[src/rtl/instr_loader.sv]
// -----------------------------------------------------------------------------
// instr_loader
//   Front-panel program loader. Two successive Enter pulses supply the high and
//   then the low byte of a 16-bit instruction word. Each completed word is
//   written to instruction memory at an auto-incrementing address. Once every
//   location has been written the loader parks in a full state until Clear or
//   reset.
//
//   Optional feature macro: LOADER_CHECKSUM_EN
//     When defined, a 16-bit running sum of written words is kept and
//     exported on Checksum. When undefined, neither the port nor the
//     accumulator exists.
//
// Ports
//   Clk       in   system clock, rising edge
//   ResetN    in   synchronous active-low reset
//   Enter     in   one-cycle pulse, accept byte on Sw
//   Clear     in   one-cycle pulse, restart session at address 0
//   Sw        in   [7:0] byte being entered
//   Wr_En     out  memory write strobe, one cycle per word
//   Wr_Addr   out  [ADDR_W-1:0] current / write address
//   Wr_Data   out  [15:0] assembled word {hi, lo}
//   ByteSel   out  1 while waiting for the low byte
//   Count     out  [ADDR_W:0] words written since reset/Clear
//   Full      out  every location written; Enter ignored
//   Checksum  out  [15:0] running sum (LOADER_CHECKSUM_EN only)
// -----------------------------------------------------------------------------
module instr_loader #(
    parameter int ADDR_W = 8
) (
    input  logic              Clk,
    input  logic              ResetN,
    input  logic              Enter,
    input  logic              Clear,
    input  logic [7:0]        Sw,
    output logic              Wr_En,
    output logic [ADDR_W-1:0] Wr_Addr,
    output logic [15:0]       Wr_Data,
    output logic              ByteSel,
    output logic [ADDR_W:0]   Count,
`ifdef LOADER_CHECKSUM_EN
    output logic [15:0]       Checksum,
`endif
    output logic              Full
);

    typedef enum logic [1:0] {
        S_HI    = 2'd0,
        S_LO    = 2'd1,
        S_WRITE = 2'd2,
        S_FULL  = 2'd3
    } state_t;

    state_t            state;
    logic [7:0]        hi_q;
    logic [ADDR_W-1:0] addr_q;
    logic [15:0]       data_q;
    logic [ADDR_W:0]   count_q;
`ifdef LOADER_CHECKSUM_EN
    logic [15:0]       csum_q;
`endif

    always_ff @(posedge Clk) begin
        if (!ResetN) begin
            state   <= S_HI;
            hi_q    <= '0;
            addr_q  <= '0;
            data_q  <= '0;
            count_q <= '0;
`ifdef LOADER_CHECKSUM_EN
            csum_q  <= '0;
`endif
        end else if (Clear) begin
            // Clear beats Enter. A write already on the bus this cycle still
            // lands in memory, but it is not counted. Wr_Data is left alone.
            state   <= S_HI;
            hi_q    <= '0;
            addr_q  <= '0;
            count_q <= '0;
`ifdef LOADER_CHECKSUM_EN
            csum_q  <= '0;
`endif
        end else begin
            case (state)
                S_HI: begin
                    if (Enter) begin
                        hi_q  <= Sw;
                        state <= S_LO;
                    end
                end
                S_LO: begin
                    if (Enter) begin
                        data_q <= {hi_q, Sw};
                        state  <= S_WRITE;
                    end
                end
                S_WRITE: begin
                    // Enter is ignored here. Wr_En is high for this one cycle.
                    count_q <= count_q + 1'b1;
`ifdef LOADER_CHECKSUM_EN
                    csum_q  <= csum_q + data_q;
`endif
                    addr_q  <= addr_q + 1'b1;   // wraps to 0 after the last slot
                    state   <= (&addr_q) ? S_FULL : S_HI;
                end
                S_FULL: begin
                    // parked until Clear or reset
                end
                default: state <= S_HI;
            endcase
        end
    end

    // All outputs come from registers or are decoded from registered state.
    assign Wr_En    = (state == S_WRITE);
    assign ByteSel  = (state == S_LO);
    assign Full     = (state == S_FULL);
    assign Wr_Addr  = addr_q;
    assign Wr_Data  = data_q;
    assign Count    = count_q;
`ifdef LOADER_CHECKSUM_EN
    assign Checksum = csum_q;
`endif

endmodule

[config.mk]
export PLATFORM = sky130hd
export DESIGN_NAME = instr_loader
export DESIGN_NICKNAME = d
export VERILOG_FILES = /design/src/rtl/instr_loader.sv
export SDC_FILE = /design/constraint.sdc
export NUM_CORES = 1
export LEC_CHECK = 0
export ABC_AREA = 1
export ABC_CLOCK_PERIOD_IN_PS = 1210
export CAP_MARGIN = 0
export CORE_MARGIN = 10
export CORE_UTILIZATION = 30
export CTS_CLUSTER_DIAMETER = 40
export DETAILED_ROUTE_END_ITERATION = 12
export GPL_TIMING_DRIVEN = 0
export PLACE_DENSITY_LB_ADDON = 0.3
export SLEW_MARGIN = 20
export SYNTH_ARGS = -nofsm -noshare
export SYNTH_HDL_FRONTEND = slang
export SYNTH_SLANG_ARGS = --single-unit
[constraint.sdc]
create_clock -name Clk -period 1.21 [get_ports Clk]
set_input_delay 0.242 -clock Clk [delete_from_list [all_inputs] [get_ports Clk]]
set_output_delay 0.242 -clock Clk [all_outputs]
set_load 0.005 [all_outputs]
==> qor.json, run 1 <==
{
  "layout": {
    "final_core_utilization": 0.5298,
    "regArea_sq_um": 892.1,
    "area_of_the_multi_input_gates_sq_um": 1111,
    "antenna_cells_inserted": 0,
    "area_growth_syn_to_layout_pct": 73.18,
    "drive_above_1_share": 0.4146,
    "nets": 334,
    "layout.filler_cells": 550
  },
  "sta": {
    "finalHoldViolations": 0,
    "post-route-period-util": 1.189,
    "drv_slew": 0,
    "rsz0062_at_grt": "yes",
    "tightest_slew_ns": 0.3756,
    "layout_min_cycle_time_ns": 1.439,
    "worst_relative_slew_slack": 0.7496,
    "timing.fmax_mhz": 695.1,
    "timing.final.ws_setup_ns": -0.2287,
    "tns_ns": -4.617,
    "fin_skew_ns": 0.001997,
    "setup_viol_count_final": 38
  },
  "floorplanning": {
    "die-area_sq_um": 9500,
    "die_height_um": 97.47,
    "core_sq_um": 5886,
    "placement_rows": 28,
    "die_w_um": 97.47,
    "io_pins": 48,
    "start_util": 0.3059
  },
  "power_and_ir_drop": {
    "post-layout-total-power_mw": 2.612,
    "power_density_nw_per_um2": 837.8,
    "leak_pwr_nw": 1.451,
    "clkPwrFrac": 0.347,
    "power_share_of_the_sequential_group": 0.556,
    "pwr-share-comb": 0.096,
    "cellInternalPower_mw": 1.999,
    "netSwitchingFraction": 0.2350,
    "power.switching_uw": 613.8,
    "vdd.ir_drop.worst_v": 0.0004128
  },
  "drt": {
    "wl_mm": 5.098,
    "drt-initial-drc-count": 58,
    "drc": 0,
    "detail_route.wl_per_cell_um": 13.04,
    "detail_route.vias_per_cell": 4.481,
    "postRouteAntennaNets": 0,
    "first_pass_iters": 4,
    "vias": 1752
  },
  "hold_path": {
    "hold_path_class": "in2reg"
  },
  "synth": {
    "synth_sequential_area_ratio": 0.4781,
    "number_of_synthesized_register_bits": 43,
    "synth-simple-area-share": 0.2641,
    "synth_top_family_by_area": "simple AND/OR/NAND/NOR gates",
    "synth-warning-count": 0,
    "synth_compound_area_frac": 0.1397,
    "asyncSetResetFlopFracSynth": 0,
    "synth.cell_area_sq_um": 1800,
    "synth_cell_types": 26,
    "synth-edff-count": 0,
    "synth_fa_ha_area_frac": 0.04170,
    "synthesis.instances": 229,
    "synth-xor-area-share": 0.009729,
    "synth_ff_type": "dfxtp_1",
    "post_synth_mux_area_share": 0,
    "synth_area_per_cell_sq_um": 7.862,
    "net_count_of_the_mapped_netlist": 247
  },
  "global_route": {
    "number_of_global_route_vias_before_repair": 1755,
    "grt_start_max_net_pins": 13,
    "grt_antenna_before_repair": 0,
    "grt.overflow.total": 0,
    "grt_total_usage": 0.1040,
    "grt_first_pass_wirelength_mm": 8.390
  },
  "placement": {
    "buffer_ports.inserted": 47,
    "dpl.hpwl_mm": 3.318,
    "gpl.final_weighted_congestion": 0.7410
  },
  "job": {
    "maxCapViolations": 0
  },
  "clock_tree": {
    "cts.path.max_buffers": 2,
    "clock_tree_from_tritoncts": "yes",
    "numClockSinks": 43,
    "number_of_buffers_inserted_during_clock_tree_synthesis": 5,
    "clock_latency_ns": 0.28,
    "cts_root_buffer": "clkbuf_8",
    "clkTransAtPathRegs_ns": 0.08,
    "h-tree-depth": 2,
    "cts_hold_buf": 0
  },
  "setup_path": {
    "setup.worst_path.end_class": "register",
    "cp.arrival_ns": 1.62,
    "startpoint_type_of_the_worst_setup_path": "register",
    "critical_path_class": "reg2reg",
    "maximum_fanout_along_the_worst_path": 4,
    "required_time_of_the_critical_path_ns": 1.39
  },
  "status": {
    "outcome": "finished, violations left",
    "violations": "negative setup slack"
  }
}
-- logic make-up after synthesis --
family / Yosys count
compound gates: 48
xor+xnor: 2
fa+ha+maj: 6
buf+inv: 25
flops: 43
simple gates: 105
-- layout make-up --
class	count	share of cell area
clock buffers	6	0.02648
well taps	75	0.03010
multi-input cells	161	0.3563
inverters	20	0.03130
repair buffers	80	0.2488
clock inverters	1	0.001605
plain buffers	5	0.01926
flip-flops and latches	43	0.2861
-- critical path, cell delays in order (launching register included) --
cell     delay [ns]
dfxtp_4        0.35
buf_6          0.13
inv_4          0.06
ha_4           0.18
buf_8          0.14
nand3_4        0.09
nor2_8         0.13
buf_12         0.12
a21oi_2        0.04
o21a_1         0.09
-- power groups by stage --
stage / Clock [mW] / Combinational, mW / Sequential [mW]
finish: 0.907 / 0.252 / 1.45
global route: 0.995 / 0.276 / 1.46
CTS: 0.935 / 0.232 / 1.45
detailed placement: 0 / 0.190 / 1.49
global placement: 0 / 0.188 / 1.49
floorplan: 0 / 0.0849 / 1.49
-- stage by stage --
stage	worst slack [ns]	std cells	instance area, sq um	hold slack (ns)
4_1_cts	-0.2034	386	2952	0.4673
3_3_place_gp	-0.4742	351	2402	0.4653
3_5_place_dp	-0.4874	351	2402	0.4742
6_report	-0.2287	391	3118	0.4011
2_1_floorplan	-0.01172	229	1838	0.3769
5_1_grt	-0.2880	391	3118	0.4326
-- repair_timing --
action / in CTS / in global routing
endpoints found under the setup margin: 79 / 49
cloned: 1 / 0
setup buffers: 27 / 5
gates resized for setup: 133 / 38
pin swaps: 32 / 17
-- registers in the layout, summed over array words and instances (netlist names) --
register and count:
Wr_Data 16, Count 9, Wr_Addr 8, hi_q 8, state 2
-- synthesized netlist by cell type (2+ instances only) --
| library cell | instances | area share |
|---|---|---|
| a21oi_1 | 14 | 0.039 |
| buf_6 | 3 | 0.019 |
| dfxtp_1 | 43 | 0.48 |
| ha_1 | 6 | 0.042 |
| inv_1 | 16 | 0.033 |
| inv_2 | 4 | 0.0083 |
| nand2_1 | 28 | 0.058 |
| nand3_1 | 3 | 0.0083 |
| nor2_1 | 60 | 0.13 |
| nor2_2 | 2 | 0.0069 |
| nor2_4 | 2 | 0.013 |
| nor3_1 | 5 | 0.014 |
| o21ai_0 | 24 | 0.067 |
| o21ai_1 | 6 | 0.017 |
| xnor2_1 | 2 | 0.0097 |
-- placed cells by master (no fill, tap or decap), types with 3 or more instances in the layout --
master	Yosys	layout
a21oi_1	14	10
a21oi_2	1	5
buf_4	1	17
buf_6	3	16
buf_8	0	3
clkbuf_8	0	6
clkdlybuf4s50_1	0	9
dfxtp_1	43	26
dfxtp_2	0	13
dfxtp_4	0	4
dlygate4sd2_1	0	31
ha_4	0	4
inv_1	16	13
inv_4	0	3
nand2_1	28	19
nand2_2	1	7
nor2_1	60	36
nor2_2	2	11
nor2_4	2	17
nor3_1	5	3
o21ai_0	24	16
o21ai_1	6	8
o21ai_2	0	6
-- worst paths after layout --
path,slack (ns),cells past startpoint,to,startpoint
hold reg to reg,0.47,1,Wr_Addr[0],Wr_Addr[0]
setup / recovery,-0.23,9,Count[4],state[0]
setup reg to reg,-0.23,9,Count[4],state[0]
hold / removal,0.40,4,Wr_Addr[0],Clear
-- metal layers --
| layer | share of wire | wire length [um] | track usage | up-vias |
|---|---|---|---|---|
| li1 | - | - | - | 915 |
| met5 | 0 | 0 | 0 | - |
| met2 | 0.52 | 2676 | 0.1794 | 23 |
| met4 | 0.016 | 83 | 0.04810 | 0 |
| met1 | 0.42 | 2129 | 0.1165 | 807 |
| met3 | 0.041 | 209 | 0.02632 | 7 |
Power figures use the tool's default switching activity.
==> run 2: changes to the inputs <==
Settings changed: RECOVER_POWER from default to 100.
==> run 2 against run 1 <==
Compared with the run above: design area is 0.16% lower; clock power hardly changed; first-iteration DRC count stayed put; largest power group unchanged; clock skew stayed put; the flow still finishes with violations (negative setup slack); worst hold slack stayed put.
==> qor.json, run 2 (synthesized netlist as in run 1, its figures left out) <==
{
  "clock_tree": {
    "cts.path.max_buffers": 2,
    "clock_tree_from_tritoncts": "yes",
    "cts_root_buffer": "clkbuf_8",
    "clock_latency_ns": 0.28,
    "numClockSinks": 43,
    "cts_hold_buf": 0,
    "number_of_buffers_inserted_during_clock_tree_synthesis": 5,
    "h-tree-depth": 2,
    "clkTransAtPathRegs_ns": 0.08
  },
  "global_route": {
    "grt_first_pass_wirelength_mm": 8.390,
    "grt_start_max_net_pins": 13,
    "grt_total_usage": 0.1040,
    "number_of_global_route_vias_before_repair": 1755,
    "grt_antenna_before_repair": 0,
    "grt.overflow.total": 0
  },
  "layout": {
    "postLayoutCellArea_sq_um": 3113,
    "commonest_non_fill_non_tap_cell_in_the_layout": "nor2_1",
    "final_cell_mix": "nor2_1 (36), dlygate4sd2_1 (31), dfxtp_1 (30), nand2_1 (19)",
    "final_core_utilization": 0.5289,
    "drive_above_1_share": 0.4019,
    "nets": 334,
    "area_growth_syn_to_layout_pct": 72.90,
    "antenna_cells_inserted": 0,
    "flip_flop_count_of_the_largest_register_all_copies_and_words_added": 16,
    "count_of_placed_standard_cells_in_the_final_layout_fillers_left_out": 391
  },
  "drt": {
    "drt-initial-drc-count": 58,
    "first_pass_iters": 4,
    "detail_route.vias_per_cell": 4.481,
    "vias": 1752,
    "drc": 0,
    "detail_route.wl_per_cell_um": 13.04,
    "postRouteAntennaNets": 0,
    "wl_mm": 5.098
  },
  "floorplanning": {
    "die-area_sq_um": 9500,
    "start_util": 0.3059,
    "core_sq_um": 5886,
    "placement_rows": 28,
    "io_pins": 48,
    "die_w_um": 97.47,
    "die_height_um": 97.47
  },
  "setup_path": {
    "setup.worst_path.end_class": "register",
    "maximum_fanout_along_the_worst_path": 4,
    "startpoint_type_of_the_worst_setup_path": "register",
    "cp.arrival_ns": 1.62,
    "required_time_of_the_critical_path_ns": 1.39,
    "critical_path_class": "reg2reg"
  },
  "sta": {
    "drv_slew": 0,
    "finalHoldViolations": 0,
    "setup_viol_count_final": 38,
    "post-route-period-util": 1.189,
    "layout_min_cycle_time_ns": 1.439,
    "hold_slack_ns": 0.4011,
    "tns_ns": -4.610,
    "timing.fmax_mhz": 695.1,
    "tightest_slew_ns": 0.3756,
    "worst_relative_slew_slack": 0.7496,
    "fin_skew_ns": 0.001997,
    "rsz0062_at_grt": "yes",
    "timing.final.ws_setup_ns": -0.2287
  },
  "power_and_ir_drop": {
    "power.switching_uw": 613.8,
    "power_share_of_the_sequential_group": 0.556,
    "clkPwrFrac": 0.347,
    "leak_pwr_nw": 1.449,
    "post-layout-total-power_mw": 2.612,
    "power_density_nw_per_um2": 839.2,
    "vdd.ir_drop.worst_v": 0.0004128,
    "netSwitchingFraction": 0.2349,
    "pwr-share-comb": 0.096,
    "cellInternalPower_mw": 1.999
  },
  "job": {
    "maxCapViolations": 0
  },
  "placement": {
    "dpl.hpwl_mm": 3.318,
    "dpl_worst_slack_ns": -0.4874,
    "gpl.final_weighted_congestion": 0.7410,
    "buffer_ports.inserted": 47,
    "numPlacedInstances": 351,
    "post_place_cell_area_sq_um": 2402
  },
  "status": {
    "outcome": "finished, violations left",
    "violations": "negative setup slack"
  },
  "hold_path": {
    "hold_path_class": "in2reg"
  }
}
-- run 2: changes by cell type in the layout (fill, tap and decap cells not counted) --
| cell | previous run | this run |
|---|---|---|
| dfxtp_1 | 26 | 30 |
| dfxtp_2 | 13 | 9 |
-- run 2: layout make-up --
cell class / count / area, sq um
fill: 552 / 2773
multi-input combinational: 161 / 1111
sequential: 43 / 887.1
timing repair buffer: 80 / 775.7
inverter: 20 / 97.59
tap: 75 / 93.84
clock buffer: 6 / 82.58
buffer: 5 / 60.06
clock inverter: 1 / 5.005
-- run 2: worst paths after layout --
kind	startpoint	endpoint	slack, ns	depth (start not counted)
worst max register to register	state[0]	Count[4]	-0.23	9
worst max-delay path	state[0]	Count[4]	-0.23	9
worst min-delay path	Clear	Wr_Addr[0]	0.40	4
worst min register to register	Wr_Addr[0]	Wr_Addr[0]	0.47	1
-- run 2: power groups by stage --
stage | clock network, mW | registers (mW) | logic [mW]
floorplan | 0 | 1.49 | 0.0849
global placement | 0 | 1.49 | 0.188
detailed placement | 0 | 1.49 | 0.190
CTS | 0.935 | 1.45 | 0.232
global route | 0.995 | 1.46 | 0.276
finish | 0.907 | 1.45 | 0.252
-- run 2: critical path, cell delays in order, from the launching register on --
cell and delay (ns):
dfxtp_4 0.35, buf_6 0.13, inv_4 0.06, ha_4 0.18
buf_8 0.14, nand3_4 0.09, nor2_8 0.13, buf_12 0.12
a21oi_2 0.04, o21a_1 0.09
-- run 2: timing repair --
item / 4_1_cts / 5_1_grt
setup endpoints to repair: 79 / 49
pin swaps: 32 / 17
buffers inserted: 27 / 5
gates cloned: 1 / 0
resized for setup: 133 / 38
-- run 2: metal layers --
metal | track usage | part of all wire | wire length (um) | up-vias
met5 | 0 | 0 | 0 | -
met4 | 0.04810 | 0.016 | 83 | 0
met3 | 0.02632 | 0.041 | 209 | 7
met2 | 0.1794 | 0.52 | 2676 | 23
met1 | 0.1165 | 0.42 | 2129 | 807
li1 | - | - | - | 915
==> run 3: changes to the inputs <==
--- a/config.mk
+++ b/config.mk
@@ -17,3 +17,2 @@
 export RECOVER_POWER = 100
-export SLEW_MARGIN = 20
 export SYNTH_ARGS = -nofsm -noshare
==> constraint.sdc (replaced) <==
create_clock -name Clk -period 1.21 [get_ports Clk]
set_input_delay 0.1815 -clock Clk [delete_from_list [all_inputs] [get_ports Clk]]
set_output_delay 0.1815 -clock Clk [all_outputs]
set_load 0.005 [all_outputs]
==> run 3 against run 2 <==
Compared with the run above: global-route usage down 0.45 points; die area is the same; the run still ends with negative setup slack left; worst hold slack got worse by 0.073 ns; power shrank 0.93%; via count down 1.5%.
==> qor.json, run 3 (synthesized netlist as in run 1, its figures left out) <==
{
  "power_and_ir_drop": {
    "leak_pwr_nw": 1.359,
    "power.switching_uw": 599.2,
    "netSwitchingFraction": 0.2315,
    "power_share_of_the_sequential_group": 0.563,
    "cellInternalPower_mw": 1.989,
    "power_density_nw_per_um2": 897.4,
    "post-layout-total-power_mw": 2.588,
    "pwr-share-comb": 0.088,
    "vdd.ir_drop.worst_v": 0.0004230,
    "clkPwrFrac": 0.350
  },
  "floorplanning": {
    "die-area_sq_um": 9500,
    "die_w_um": 97.47,
    "placement_rows": 28,
    "io_pins": 48,
    "core_sq_um": 5886,
    "start_util": 0.3059,
    "die_height_um": 97.47
  },
  "setup_path": {
    "number_of_stages_on_the_worst_setup_path": 4,
    "startpoint_type_of_the_worst_setup_path": "register",
    "maximum_fanout_along_the_worst_path": 4,
    "regToRegSetupSlack_ns": -0.14,
    "cp.buffers_inverters": 3,
    "cp.arrival_ns": 1.17,
    "reg2reg_to": "Count[4]",
    "setup.worst_path.end_class": "primary output",
    "path_delay_family": "flip-flops",
    "critical_register_to_register_path_startpoint": "state[1]",
    "setup.worst_path.start": "state[1]",
    "worst_path_max_delay_cell": "dfxtp_4",
    "required_time_of_the_critical_path_ns": 1.03,
    "critical_path_class": "reg2out",
    "path_cells": "buf_6 -> ha_4 -> buf_4 -> buf_6",
    "worst_path_most_repeated_cell": "buf_6",
    "crit_end": "Wr_En",
    "r2r.worst_path.cells": 8,
    "timing.critical_path.slowest_cell_delay_ns": 0.36
  },
  "placement": {
    "dpl.hpwl_mm": 3.318,
    "buffer_ports.inserted": 47,
    "gpl.final_weighted_congestion": 0.7410
  },
  "global_route": {
    "grt_start_max_net_pins": 13,
    "grt_first_pass_wirelength_mm": 7.935,
    "grt.overflow.total": 0,
    "number_of_global_route_vias_before_repair": 1645,
    "grt_antenna_before_repair": 0,
    "grt_total_usage": 0.09948
  },
  "sta": {
    "fin_skew_ns": 0.001659,
    "timing.fmax_mhz": 737.4,
    "drv_slew": 0,
    "rsz0062_at_grt": "yes",
    "setup_viol_count_final": 25,
    "worst_relative_slew_slack": 0.7604,
    "tns_ns": -1.534,
    "tightest_slew_ns": 0.3594,
    "timing.final.ws_setup_ns": -0.1462,
    "layout_min_cycle_time_ns": 1.356,
    "finalHoldViolations": 0,
    "post-route-period-util": 1.121
  },
  "clock_tree": {
    "clock_tree_from_tritoncts": "yes",
    "h-tree-depth": 2,
    "number_of_buffers_inserted_during_clock_tree_synthesis": 5,
    "clkTransAtPathRegs_ns": 0.08,
    "cts.path.max_buffers": 2,
    "clock_latency_ns": 0.28,
    "numClockSinks": 43,
    "cts_root_buffer": "clkbuf_8",
    "cts_hold_buf": 0
  },
  "layout": {
    "nets": 326,
    "drive_above_1_share": 0.3052,
    "flip_flop_count_of_the_largest_register_all_copies_and_words_added": 16,
    "antenna_cells_inserted": 0,
    "area_growth_syn_to_layout_pct": 60.18,
    "final_core_utilization": 0.4900,
    "final_cell_mix": "nor2_1 (43), dfxtp_1 (35), dlygate4sd2_1 (34), o21ai_0 (22), nand2_1 (22)",
    "commonest_non_fill_non_tap_cell_in_the_layout": "nor2_1"
  },
  "status": {
    "violations": "negative setup slack",
    "outcome": "finished, violations left"
  },
  "drt": {
    "first_pass_iters": 4,
    "detail_route.wl_per_cell_um": 13.04,
    "drc": 0,
    "postRouteAntennaNets": 0,
    "drt-initial-drc-count": 45,
    "detail_route.vias_per_cell": 4.507,
    "vias": 1726,
    "wl_mm": 4.993
  },
  "job": {
    "maxCapViolations": 0
  },
  "hold_path": {
    "hold_path_class": "in2reg"
  }
}
==> run 3: worst min-delay path by stage <==
stage / start / endpoint / slack, ns / depth (start not counted)
floorplan: Sw[0] / Wr_Data[0] / 0.32 / 2
global placement: hi_q[5] / hi_q[5] / 0.47 / 2
detailed placement: hi_q[2] / Wr_Data[10] / 0.47 / 2
CTS: ResetN / Wr_Data[5] / 0.42 / 3
global route: Clear / Wr_Addr[0] / 0.35 / 4
finish: Clear / Wr_Addr[0] / 0.33 / 4
==> run 3: worst reg2reg max path: cells and delay by family, from the launching register on <==
family,cells,cell delay (ns)
AND/OR/NAND/NOR,2,0.25
adder cells (fa/ha/maj),1,0.15
buffers and inverters,3,0.35
flip-flops,1,0.37
AO/OA/AOI/OAI,2,0.13
==> run 3: area by class of cell <==
cell class,count,area [sq um]
inverters,20,85.08
clock buffers,6,82.58
clock inverters,1,5.005
fillers,590,3002
flip-flops and latches,43,878.3
multi-input cells,162,1017
repair buffers,71,665.6
plain buffers,5,56.30
well taps,75,93.84
==> run 3: stage by stage <==
stage	cell area, sq um	std cells	worst slack, ns	hold slack (ns)
finish	2884	383	-0.1462	0.3285
global route	2884	383	-0.1988	0.3537
CTS	2795	376	-0.1186	0.4151
detailed placement	2402	351	-0.4269	0.4742
global placement	2402	351	-0.4137	0.4653
floorplan	1838	229	-0.01172	0.3164
==> run 3: repair_timing <==
item,CTS,global route
pin swaps,19,10
cloned,1,1
endpoints found under the hold margin,0,0
setup endpoints to repair,77,40
resized for setup,108,16
buffers inserted,17,6
==> run 3: power by group through the flow <==
stage | clock, mW | combinational (mW) | sequential (mW)
after detailed placement | 0 | 0.190 | 1.49
after CTS | 0.935 | 0.216 | 1.45
after global routing | 0.998 | 0.249 | 1.46
after global placement | 0 | 0.188 | 1.49
final | 0.905 | 0.227 | 1.46
after floorplan | 0 | 0.0849 | 1.49
==> run 3: layer usage <==
metal,up-vias,part of all wire,GRT usage
met3,7,0.049,0.02703
met5,-,0,0
met4,0,0.017,0.04474
li1,898,-,-
met1,792,0.42,0.1092
met2,29,0.51,0.1737
